**src/rtl/muldiv_seq_if.sv**
```systemverilog
// muldiv_seq_if: start/busy/done handshake and operand/result bus between the
// issuing logic (master) and the multi-cycle multiply/divide sequencer (slave).
//   start        request, sampled only while the sequencer is idle
//   op           0 = multiply, 1 = divide
//   a, b         multiplicand/dividend and multiplier/divisor
//   busy         high while iterations are running
//   done         one-cycle pulse, result valid from this cycle on
//   result       product, or {remainder, quotient}
//   div_by_zero  set together with done for a divide by zero
interface muldiv_seq_if #(
  parameter int WIDTH = 4
);
  logic               start;
  logic               op;
  logic [WIDTH-1:0]   a;
  logic [WIDTH-1:0]   b;
  logic               busy;
  logic               done;
  logic [2*WIDTH-1:0] result;
  logic               div_by_zero;

  modport master (
    output start, op, a, b,
    input  busy, done, result, div_by_zero
  );

  modport slave (
    input  start, op, a, b,
    output busy, done, result, div_by_zero
  );
endinterface

```
**src/rtl/muldiv_seq.sv**
```systemverilog
// muldiv_seq: multi-cycle unsigned multiply/divide sequencer sharing a single
// WIDTH-bit add/subtract unit (b XOR sub, carry-in = sub).
//   Multiply: shift-add over {c, hi, lo}, result = {hi, lo}.
//   Divide:   restoring division over {r, q}, result = {r, q}.
// Ports:
//   clk    rising-edge clock
//   reset  asynchronous, active-high; clears all state
//   bus    muldiv_seq_if slave modport (start/op/a/b in, busy/done/result/
//          div_by_zero out)
// Latency: start accepted at edge t -> busy in cycles t+1..t+WIDTH, done in
// cycle t+WIDTH+1. A divide by zero skips RUN and reports done in cycle t+1.
module muldiv_seq #(
  parameter int WIDTH = 4
) (
  input  logic         clk,
  input  logic         reset,
  muldiv_seq_if.slave  bus
);

  localparam int CW = (WIDTH > 1) ? $clog2(WIDTH) : 1;
  localparam logic [CW-1:0] CNT_LAST = CW'(WIDTH - 1);

  typedef enum logic [1:0] {
    S_IDLE = 2'd0,
    S_RUN  = 2'd1,
    S_DONE = 2'd2
  } state_t;

  state_t               state_q, state_d;
  logic [CW-1:0]        cnt_q, cnt_d;
  logic                 op_q, op_d;
  // acc holds hi (multiply) or r (divide); low holds lo or q;
  // opnd holds m (multiply) or d (divide).
  logic [WIDTH-1:0]     acc_q, acc_d;
  logic [WIDTH-1:0]     low_q, low_d;
  logic [WIDTH-1:0]     opnd_q, opnd_d;
  logic [2*WIDTH-1:0]   result_q, result_d;
  logic                 dz_q, dz_d;

  // Shared adder
  logic [WIDTH-1:0]     t_low;
  logic [WIDTH-1:0]     add_x;
  logic                 add_sub;
  logic [WIDTH-1:0]     add_sum;
  logic                 add_co;

  // One iteration's outcome
  logic [WIDTH-1:0]     hi_n;
  logic                 c_n;
  logic                 take;
  logic [WIDTH-1:0]     acc_iter;
  logic [WIDTH-1:0]     low_iter;

  // Divide shifts {r, q} left by one before the trial subtraction; only the
  // low WIDTH bits go through the adder, the dropped top bit is r[WIDTH-1].
  assign t_low   = {acc_q[WIDTH-2:0], low_q[WIDTH-1]};
  assign add_x   = op_q ? t_low : acc_q;
  assign add_sub = op_q;

  always_comb begin
    {add_co, add_sum} = {1'b0, add_x}
                      + {1'b0, opnd_q ^ {WIDTH{add_sub}}}
                      + {{WIDTH{1'b0}}, add_sub};
  end

  always_comb begin
    hi_n     = acc_q;
    c_n      = 1'b0;
    take     = 1'b0;
    acc_iter = acc_q;
    low_iter = low_q;
    if (!op_q) begin
      if (low_q[0]) begin
        hi_n = add_sum;
        c_n  = add_co;
      end
      // Right shift of {c, hi, lo}; c always lands in hi's MSB, so it never
      // needs to be stored.
      acc_iter = {c_n, hi_n[WIDTH-1:1]};
      low_iter = {hi_n[0], low_q[WIDTH-1:1]};
    end else begin
      // A set shifted-out bit means t >= 2^WIDTH > d, so the subtraction
      // fits even without a carry-out from the WIDTH-bit adder.
      take     = acc_q[WIDTH-1] | add_co;
      acc_iter = take ? add_sum : t_low;
      low_iter = {low_q[WIDTH-2:0], take};
    end
  end

  always_comb begin
    state_d  = state_q;
    cnt_d    = cnt_q;
    op_d     = op_q;
    acc_d    = acc_q;
    low_d    = low_q;
    opnd_d   = opnd_q;
    result_d = result_q;
    dz_d     = dz_q;
    case (state_q)
      S_IDLE: begin
        if (bus.start) begin
          op_d   = bus.op;
          cnt_d  = '0;
          acc_d  = '0;
          low_d  = bus.op ? bus.a : bus.b;
          opnd_d = bus.op ? bus.b : bus.a;
          if (bus.op && (bus.b == '0)) begin
            result_d = {bus.a, {WIDTH{1'b1}}};
            dz_d     = 1'b1;
            state_d  = S_DONE;
          end else begin
            state_d  = S_RUN;
          end
        end
      end
      S_RUN: begin
        acc_d = acc_iter;
        low_d = low_iter;
        cnt_d = cnt_q + CW'(1);
        if (cnt_q == CNT_LAST) begin
          cnt_d    = '0;
          result_d = {acc_iter, low_iter};
          dz_d     = 1'b0;
          state_d  = S_DONE;
        end
      end
      S_DONE: begin
        state_d = S_IDLE;
      end
      default: begin
        state_d = S_IDLE;
      end
    endcase
  end

  always_ff @(posedge clk or posedge reset) begin
    if (reset) begin
      state_q  <= S_IDLE;
      cnt_q    <= '0;
      op_q     <= 1'b0;
      acc_q    <= '0;
      low_q    <= '0;
      opnd_q   <= '0;
      result_q <= '0;
      dz_q     <= 1'b0;
    end else begin
      state_q  <= state_d;
      cnt_q    <= cnt_d;
      op_q     <= op_d;
      acc_q    <= acc_d;
      low_q    <= low_d;
      opnd_q   <= opnd_d;
      result_q <= result_d;
      dz_q     <= dz_d;
    end
  end

  assign bus.busy        = (state_q == S_RUN);
  assign bus.done        = (state_q == S_DONE);
  assign bus.result      = result_q;
  assign bus.div_by_zero = dz_q;

endmodule

```
**src/flat_wrapper.sv**
```systemverilog
// flat-port wrapper written by rule: the top's interface ports become plain ports
module muldiv_seq_flat 
#(
  parameter int WIDTH = 4
)
  (clk, reset, bus_start, bus_op, bus_a, bus_b, bus_busy, bus_done, bus_result, bus_div_by_zero);
  muldiv_seq_if #(.WIDTH(WIDTH)) bus_i ();
  input  logic clk;
  input  logic reset;
  input wire logic [$bits(bus_i.start)-1:0] bus_start;
  input wire logic [$bits(bus_i.op)-1:0] bus_op;
  input wire logic [$bits(bus_i.a)-1:0] bus_a;
  input wire logic [$bits(bus_i.b)-1:0] bus_b;
  output wire logic [$bits(bus_i.busy)-1:0] bus_busy;
  output wire logic [$bits(bus_i.done)-1:0] bus_done;
  output wire logic [$bits(bus_i.result)-1:0] bus_result;
  output wire logic [$bits(bus_i.div_by_zero)-1:0] bus_div_by_zero;
  assign bus_i.start = bus_start;
  assign bus_i.op = bus_op;
  assign bus_i.a = bus_a;
  assign bus_i.b = bus_b;
  assign bus_busy = bus_i.busy;
  assign bus_done = bus_i.done;
  assign bus_result = bus_i.result;
  assign bus_div_by_zero = bus_i.div_by_zero;
  muldiv_seq #(.WIDTH(WIDTH)) u_core (.clk(clk), .reset(reset), .bus(bus_i));
endmodule
```
**config.mk**
```make
export PLATFORM = sky130hd
export DESIGN_NAME = muldiv_seq_flat
export DESIGN_NICKNAME = d
export VERILOG_FILES = /design/src/rtl/muldiv_seq_if.sv /design/src/rtl/muldiv_seq.sv /design/src/flat_wrapper.sv
export SDC_FILE = /design/constraint.sdc
export NUM_CORES = 1
export LEC_CHECK = 0
export CAP_MARGIN = 0
export CELL_PAD_IN_SITES_DETAIL_PLACEMENT = 1
export CELL_PAD_IN_SITES_GLOBAL_PLACEMENT = 1
export CORE_MARGIN = 3
export CORE_UTILIZATION = 37
export DETAILED_ROUTE_END_ITERATION = 8
export GPL_TIMING_DRIVEN = 0
export PLACE_DENSITY = 0.75
export SETUP_SLACK_MARGIN = 0.1
export SLEW_MARGIN = 20
export SYNTH_ARGS = -nofsm -noshare
export SYNTH_HDL_FRONTEND = slang
export SYNTH_SLANG_ARGS = --single-unit
```
**constraint.sdc**
```tcl
create_clock -name clk -period 2.9 [get_ports clk]
set_input_delay 0.435 -clock clk [delete_from_list [all_inputs] [get_ports clk]]
set_output_delay 0.435 -clock clk [all_outputs]
set_load 0.02 [all_outputs]
```
==> impl_metrics.yaml, run 1 <==
run_status:
  status: "finished, final reports clean"
die:
  row_count: 23
  die_area_mm2: 0.00539
  coreArea_mm2: 0.00420
  die_x_um: 73.4
  num_io_pins: 23
  start_util_pct: 40.1
  fp.dieH_um: 73.4
worst_setup_path:
  cp.arrival_ns: 2.78
  cpMostUsedCell: "buf_4"
  cp_max_fo: 10
  timing_worst_setup_path_type: "reg2reg"
  cp.required_ns: 3.05
  end_kind: "register"
  max_stage_delay_ns: 0.46
  slowest_stage: "fa_1"
  start_kind: "register"
  crit_path_cell_trace: "buf_4 > buf_8 > buf_12 > o21a_1 > fa_1 > and3b_2 > nor2_4 > a31o_1 > nor4_2 > buf_4 > a31oi_1"
  cp_num_buf_inv: 4
  cpLargestDelayFamily: "buffers and inverters"
global_routing:
  grt_max_degree: 27
  grt_overflow: 0
  grt_use_total_pct: 19.2
  grt_pass1_vias: 1568
  grt_pass1_wl_mm: 7.94
  antenna_found_initial: 0
final_layout:
  nNetsFinal: 233
  stdcell_count: 265
  fillers: 491
  drive_above_1_share_pct: 17.2
  area_growth_pct: 26.0
  antenna-diode-count: 0
  regArea_um2: 651
  multi_input_area_mm2: 0.00100
route:
  drcViolationCount: 0
  routed_via_density: 5.53
  ant_nets: 0
  routed_wl_mm: 4.64
  wire_per_inst_um: 17.5
  dr.pass1.iters: 4
  num_vias: 1466
  drt_iter0_drc: 77
power:
  p_per_area_mw_per_mm2: 1450
  power.total_mw: 3.08
  leakage_nw: 0.911
  ir_drop_mv: 0.541
yosys:
  syn_inst: 186
  synth_cell_types: 46
  async_flop_share_pct: 100
  yosysSeqAreaShare_pct: 38.7
  synthFlopType: "dfrtp_1"
  syn_nets: 203
  yosysWarnings: 0
  syn-cell-area_mm2: 0.00168
  ys_seq_elements: 26
  synth_edf_count: 0
  syn_avg_cell_area_um2: 9.05
timing:
  fin_crit_sh_pct: 90.9
  drv_slew: 0
  fin_crit_ns: 2.64
  holdWs_ns: 0.512
  maxSlewHeadroom_pct: 37.7
  finalSetupViolCount: 0
  clock.fmax_mhz: 379
  clock_skew_ns: 0.00158
  hold_viol: 0
  tightest_slew_ns: 0.929
  worst_slack_ns: 0.263
  rsz0062_at_grt: "no"
  finalSetupTns_ns: 0
clock_network:
  insertion_delay_ns: 0.27
  cts_buffers: 3
  clockRootBuffer: "clkbuf_8"
  cts_buffer_depth: 2
  clkSlewWorstSetupHoldPaths_ns: 0.09
  clock_sinks: 26
  cts_tree: "yes"
  htreeDepth: 1
  hold_buffers: 0
hold_path:
  hold_path.class: "reg2reg"
flow_run:
  maxCapViolCount: 0
placement:
  gp_congestion: 0.846
  placed_cells: 258
  post-dp-hpwl_mm: 3.51
  pre_cts_ws_ns: -0.594
  numPortBuffers: 22
timing repair:
action,in CTS,in global routing
endpoints found under the hold margin,0,0
endpoints found under the setup margin,10,10
pin swaps,2,2
setup buffers,2,1
resized for setup,8,11
cloned,0,0
routing by layer:
metal	vias to the layer above	wire length [um]	GRT usage, %
met3	7	125	2.33
met1	716	2110	26.2
met4	0	59	4.83
li1	719	-	-
met5	-	0	0
met2	24	2340	32.2
Yosys cell counts, types with 3 or more instances:
library cell | instances | area share (%)
a211o_1 | 3 | 1.6
a21oi_1 | 10 | 3.0
a31oi_1 | 4 | 1.5
buf_2 | 4 | 1.2
clkbuf_1 | 4 | 0.89
dfrtp_1 | 26 | 39
ha_1 | 4 | 3.0
inv_1 | 6 | 1.3
mux2_2 | 7 | 4.7
mux2i_1 | 7 | 4.2
nand2_1 | 21 | 4.7
nand2b_1 | 3 | 1.1
nor2_1 | 20 | 4.5
nor2b_1 | 5 | 1.9
nor3_1 | 3 | 0.89
nor4_1 | 3 | 1.1
o21ai_0 | 8 | 2.4
o21ai_1 | 6 | 1.8
o31ai_1 | 3 | 1.3
xnor2_1 | 3 | 1.6
xor2_1 | 4 | 2.1
power breakdown:
group,internal (mW),switching [mW],leakage [nW]
Clock,0.121,0.115,0.0288
Combinational,0.978,1.18,0.575
Sequential,0.543,0.148,0.307
Total,1.64,1.44,0.911
cell families (layout without fill, tap and decap cells):
kind of cell / count (synthesis) / in the layout / share of synthesized area [%]
DFF: 26 / 26 / 38.7
AOI/OAI and AO/OA: 50 / 50 / 19.8
xor gates and xnor gates: 7 / 7 / 3.64
muxes: 14 / 14 / 8.85
buffers and inverters: 18 / 47 / 4.76
adders and majority gates: 5 / 5 / 4.16
and+or+nand+nor: 66 / 66 / 20.1
worst reg2reg max path: cells and delay by family (launching register included):
kind	cells	cell delay, ns
buffers and inverters	4	0.60
AND/OR/NAND/NOR	3	0.56
AO/OA/AOI/OAI	3	0.53
adder cells (fa/ha/maj)	1	0.46
flip-flops	1	0.38
state kept, by name, indices dropped and copies added, names as in the netlist:
| register | count |
|---|---|
| u_core.bus.result | 8 |
| u_core.acc_q | 4 |
| u_core.low_q | 4 |
| u_core.opnd_q | 4 |
| u_core.cnt_q | 2 |
| u_core.state_q | 2 |
| u_core.add_sub | 1 |
| u_core.bus.div_by_zero | 1 |
path summary, 6_finish.rpt:
check / endpoint / cells past startpoint / slack [ns] / start
hold reg to reg: u_core.bus.result[5] / 1 / 0.51 / u_core.bus.result[5]
hold / removal: u_core.bus.result[5] / 1 / 0.51 / u_core.bus.result[5]
min in group asynchronous: u_core.bus.div_by_zero / 2 / 0.56 / reset
setup / recovery: u_core.bus.result[7] / 11 / 0.26 / u_core.add_sub
max in group asynchronous: u_core.low_q[0] / 2 / 1.92 / reset
setup reg to reg: u_core.bus.result[7] / 11 / 0.26 / u_core.add_sub
metrics by stage:
step / instance area, um2 / utilization [%]
global route: 2120 / 50.5
detailed placement: 1970 / 46.8
floorplan: 1690 / -
finish: 2120 / 50.5
CTS: 2070 / 49.2
global placement: 1970 / 46.8
cell type report:
| cell class | instances | share of cell area, % |
|---|---|---|
| inverters | 8 | 1.42 |
| clock buffers | 4 | 2.60 |
| flip-flops and latches | 26 | 30.7 |
| multi-input cells | 142 | 47.2 |
| plain buffers | 10 | 3.72 |
| repair buffers | 25 | 11.4 |
| well taps | 50 | 2.95 |
cell usage in the layout, fill, tap and decap left out, types with 3 or more instances in the layout:
| master | instances |
|---|---|
| dfrtp_1 | 26 |
| clkdlybuf4s50_1 | 22 |
| nand2_1 | 21 |
| nor2_1 | 20 |
| a21oi_1 | 9 |
| o21ai_0 | 8 |
| mux2_2 | 7 |
| mux2i_1 | 7 |
| o21ai_1 | 6 |
| inv_1 | 5 |
| nor2b_1 | 5 |
| buf_4 | 4 |
| xor2_1 | 4 |
| clkbuf_8 | 4 |
| nand2b_1 | 3 |
| clkbuf_1 | 3 |
| a211o_1 | 3 |
| a31oi_1 | 3 |
| nor3_1 | 3 |
Power figures use the tool's default switching activity.
==> inputs of run 2 (changes only) <==
==> constraint.sdc (replaced) <==
create_clock -name clk -period 2.16 [get_ports clk]
set_input_delay 0.324 -clock clk [delete_from_list [all_inputs] [get_ports clk]]
set_output_delay 0.324 -clock clk [all_outputs]
set_load 0.02 [all_outputs]
==> impl_metrics.yaml, run 2 (synthesis gave the netlist of run 1 again) <==
run_status:
  status: "finished, violations left"
  violations: "setup timing"
global_routing:
  grt_max_degree: 27
  grt_overflow: 0
  antenna_found_initial: 0
  grt_use_total_pct: 22.5
  grt_pass1_wl_mm: 9.35
  grt_pass1_vias: 1778
route:
  wl_met1_mm: 2.45
  drcViolationCount: 0
  drt_iter0_drc: 53
  routed_via_density: 5.65
  ant_nets: 0
  num_vias: 1611
  wl_met2_mm: 3.12
  wire_per_inst_um: 20.6
  routed_wl_mm: 5.87
  topRoutingLayerUsed: "met4"
  wl_met3_um: 136
  dr.pass1.iters: 4
final_layout:
  drive_above_1_share_pct: 30.6
  nNetsFinal: 253
  area_growth_pct: 45.8
  antenna-diode-count: 0
  final_common_cell: "dfrtp_1"
  fin_area_mm2: 0.00245
  most-common-layout-cells: "dfrtp_1, clkdlybuf4s50_1, nor2_1, nand2_1, buf_4"
  largest_register_ffs: 8
  final_util_pct: 58.4
die:
  start_util_pct: 40.1
  die_x_um: 73.4
  die_area_mm2: 0.00539
  row_count: 23
  coreArea_mm2: 0.00420
  fp.dieH_um: 73.4
  num_io_pins: 23
clock_network:
  cts_buffer_depth: 2
  cts_buffers: 3
  htreeDepth: 1
  insertion_delay_ns: 0.27
  clockRootBuffer: "clkbuf_8"
  clock_sinks: 26
  cts_tree: "yes"
  clkSlewWorstSetupHoldPaths_ns: 0.10
placement:
  numPortBuffers: 22
  gp_congestion: 0.870
  placed_area_mm2: 0.00210
  pre_cts_ws_ns: -0.616
  post-dp-hpwl_mm: 3.77
timing:
  tightest_slew_ns: 0.980
  hold_viol: 0
  rsz0062_at_grt: "yes"
  finalSetupViolCount: 10
  fin_crit_sh_pct: 120
  clock.fmax_mhz: 386
  maxSlewHeadroom_pct: 34.3
  drv_slew: 0
  clock_skew_ns: 0.00254
  fin_crit_ns: 2.59
  worst_slack_ns: -0.434
worst_setup_path:
  end_kind: "register"
  reg2reg_to: "u_core.bus.result[7]"
  cpLargestDelayFamily: "buffers and inverters"
  r2r_slack_ns: -0.43
  r2r-start: "u_core.add_sub"
  crit_path_cell_trace: "buf_8 > buf_12 > mux2_4 > ha_4 > a211o_4 > nor2_4 > buf_6 > nor3_1 > nor4_2 > buf_4 > a31oi_4"
  cp_num_buf_inv: 4
  timing_worst_setup_path_type: "reg2reg"
  cp.arrival_ns: 2.74
  worst_r2r_path_depth: 11
  cp.required_ns: 2.31
  start_kind: "register"
  cp_max_fo: 5
  max_stage_delay_ns: 0.41
  slowest_stage: "dfrtp_1"
hold_path:
  hold_path.class: "in2async"
flow_run:
  maxCapViolCount: 0
[run 2: cell types whose count changed in the layout (fill, tap and decap cells not counted), sizes merged]
cell	previous run	this run
buf	10	29
clkdlybuf4s50	22	21
clkbuf	7	9
[run 2: worst max-delay path by stage]
stage,start,end,slack [ns],cells past startpoint
final,u_core.add_sub,u_core.bus.result[7],-0.43,11
after global routing,u_core.add_sub,u_core.bus.result[7],-0.51,10
after CTS,u_core.add_sub,u_core.bus.result[7],-0.43,11
after detailed placement,u_core.add_sub,u_core.bus.result[7],-0.62,10
after global placement,u_core.add_sub,u_core.bus.result[7],-0.51,10
after floorplan,u_core.add_sub,u_core.bus.result[6],-0.20,10
[run 2: repair_timing]
action	4_1_cts	5_1_grt
gates cloned	0	1
hold buffers	0	0
pin swaps	13	9
endpoints found under the setup margin	11	11
gates resized for setup	14	14
buffers inserted	19	4
[run 2: metrics by stage]
step	std cells	TNS (ns)	hold slack (ns)
6_report	285	-3.79	0.456
5_1_grt	285	-4.51	0.492
4_1_cts	281	-3.75	0.519
3_5_place_dp	258	-4.32	0.486
3_3_place_gp	258	-3.44	0.480
2_1_floorplan	186	-1.50	0.364
[run 2: layout make-up]
type / count / area (um2)
fill: 478 / 1750
multi-input combinational: 142 / 1140
sequential: 26 / 652
timing repair buffer: 46 / 439
buffer: 9 / 72.6
tap: 50 / 62.6
clock buffer: 4 / 55.1
inverter: 8 / 30.0
[run 2: routing by layer]
metal,GRT usage [%],vias up
li1,-,757
met1,29.1,802
met2,39.1,36
met3,2.19,16
met4,7.24,0
met5,0,-
Power of run 2 is not shown: default switching activity piles up to over one toggle a cycle in this logic, so the estimate is an artifact.
==> inputs of run 3 (changes only) <==
--- a/config.mk
+++ b/config.mk
@@ -13,6 +13,7 @@
 export DETAILED_ROUTE_END_ITERATION = 8
 export GPL_TIMING_DRIVEN = 0
 export PLACE_DENSITY = 0.75
+export REMOVE_ABC_BUFFERS = 1
 export SETUP_SLACK_MARGIN = 0.1
 export SLEW_MARGIN = 20
 export SYNTH_ARGS = -nofsm -noshare
==> impl_metrics.yaml, run 3 (synthesis gave the netlist of run 1 again) <==
route:
  num_vias: 1501
  drt_iter0_drc: 68
  drcViolationCount: 0
  wire_per_inst_um: 18.7
  routed_via_density: 5.66
  routed_wl_mm: 4.95
  ant_nets: 0
  dr.pass1.iters: 4
worst_setup_path:
  timing_worst_setup_path_type: "reg2reg"
  r2r_slack_ns: -0.29
  cpMostUsedCell: "buf_4"
  start_kind: "register"
  cp.depth: 9
  cp.arrival_ns: 2.62
  r2r-start: "u_core.add_sub"
  cpLargestDelayFamily: "compound AO/OA/AOI/OAI gates"
  end_kind: "register"
  cp_max_fo: 6
  max_stage_delay_ns: 0.52
  worstSetupStartpoint: "u_core.add_sub"
  crit_path_cell_trace: "buf_4 > mux2_2 > ha_4 > a211o_4 > nor2_4 > buf_4 > nor4b_1 > a211o_1 > o22a_1"
  worst_r2r_path_depth: 9
  reg2reg_to: "u_core.bus.result[5]"
  slowest_stage: "dfrtp_4"
  cp_num_buf_inv: 2
  cp.required_ns: 2.33
  endpoint: "u_core.bus.result[5]"
final_layout:
  area_growth_pct: 33.8
  fillers: 475
  fin_area_mm2: 0.00225
  final_common_cell: "dfrtp_1"
  drive_above_1_share_pct: 26.5
  largest_register_ffs: 8
  stdcell_count: 265
  multi_input_area_mm2: 0.00113
  most-common-layout-cells: "dfrtp_1, nand2_1, clkdlybuf4s50_1, nor2_1, buf_4"
  antenna-diode-count: 0
  regArea_um2: 656
  nNetsFinal: 233
  final_util_pct: 53.6
timing:
  drv_slew: 0
  clock_skew_ns: 0.00213
  tightest_slew_ns: 1.01
  rsz0062_at_grt: "yes"
  maxSlewHeadroom_pct: 32.7
  clock.fmax_mhz: 408
  hold_viol: 0
  finalSetupViolCount: 10
  fin_crit_sh_pct: 113
  fin_crit_ns: 2.45
  worst_slack_ns: -0.291
clock_network:
  clock_sinks: 26
  insertion_delay_ns: 0.27
  clkSlewWorstSetupHoldPaths_ns: 0.09
  clockRootBuffer: "clkbuf_8"
  htreeDepth: 1
  cts_tree: "yes"
  cts_buffers: 3
  cts_buffer_depth: 2
  hold_buffers: 0
die:
  die_area_mm2: 0.00539
  row_count: 23
  fp.dieH_um: 73.4
  num_io_pins: 23
  start_util_pct: 40.1
  coreArea_mm2: 0.00420
  die_x_um: 73.4
global_routing:
  antenna_found_initial: 0
  grt_overflow: 0
  grt_max_degree: 27
  grt_pass1_vias: 1656
  grt_pass1_wl_mm: 8.25
  grt_use_total_pct: 19.8
placement:
  placed_cells: 248
  post-dp-hpwl_mm: 3.25
  placed_area_mm2: 0.00192
  numPortBuffers: 22
  gp_congestion: 0.764
  pre_cts_ws_ns: -1.16
run_status:
  status: "finished, violations left"
  violations: "setup timing"
flow_run:
  maxCapViolCount: 0
hold_path:
  hold_path.class: "reg2reg"
-- run 3: cell count changes in the layout (fill, tap and decap cells not counted), sizes merged --
cell,delta
clkbuf,-5
dlygate4sd2,+1
inv,+1
buf,-16
clkdlybuf4s50,-1
clkdlybuf4s15,+1
clkinv,-1
-- run 3: stage by stage --
stage	hold slack (ns)	setup TNS, ns
detailed placement	0.484	-10.12
CTS	0.510	-2.16
global route	0.546	-3.32
global placement	0.477	-9.16
floorplan	0.364	-4.20
finish	0.508	-2.53
-- run 3: layout make-up --
class / count / share of cell area [%]
timing repair buffer: 35 / 14.1
sequential: 26 / 29.1
clock buffer: 4 / 2.45
tap: 50 / 2.78
inverter: 8 / 1.45
multi-input combinational: 142 / 50.1
-- run 3: worst min-delay path by stage --
stage               slack (ns)                  from  depth (start not counted)                    to
floorplan                 0.36                 reset                          1       u_core.acc_q[0]
global placement          0.48  u_core.bus.result[3]                          2  u_core.bus.result[3]
detailed placement        0.48  u_core.bus.result[3]                          2  u_core.bus.result[3]
CTS                       0.51  u_core.bus.result[3]                          2  u_core.bus.result[3]
global route              0.55  u_core.bus.result[3]                          2  u_core.bus.result[3]
finish                    0.51  u_core.bus.result[0]                          2  u_core.bus.result[0]
-- run 3: repair_timing --
item	in CTS	in global routing
pin swaps	13	5
endpoints found under the setup margin	15	12
cloned	0	0
buffers inserted	11	2
resized for setup	28	7
-- run 3: per-layer routing --
metal | global-route usage (%) | routed length, um
met1 | 24.9 | 2160
met2 | 34.2 | 2610
met3 | 2.46 | 86
met4 | 7.85 | 94
met5 | 0 | 0
-- run 3: worst reg2reg max path, cell delays in order (launching register included) --
cell and delay, ns:
dfrtp_4 0.52, buf_4 0.17, mux2_2 0.30, ha_4 0.25, a211o_4 0.35, nor2_4 0.13
buf_4 0.15, nor4b_1 0.05, a211o_1 0.26, o22a_1 0.17
Power of run 3 is left out for the same reason.
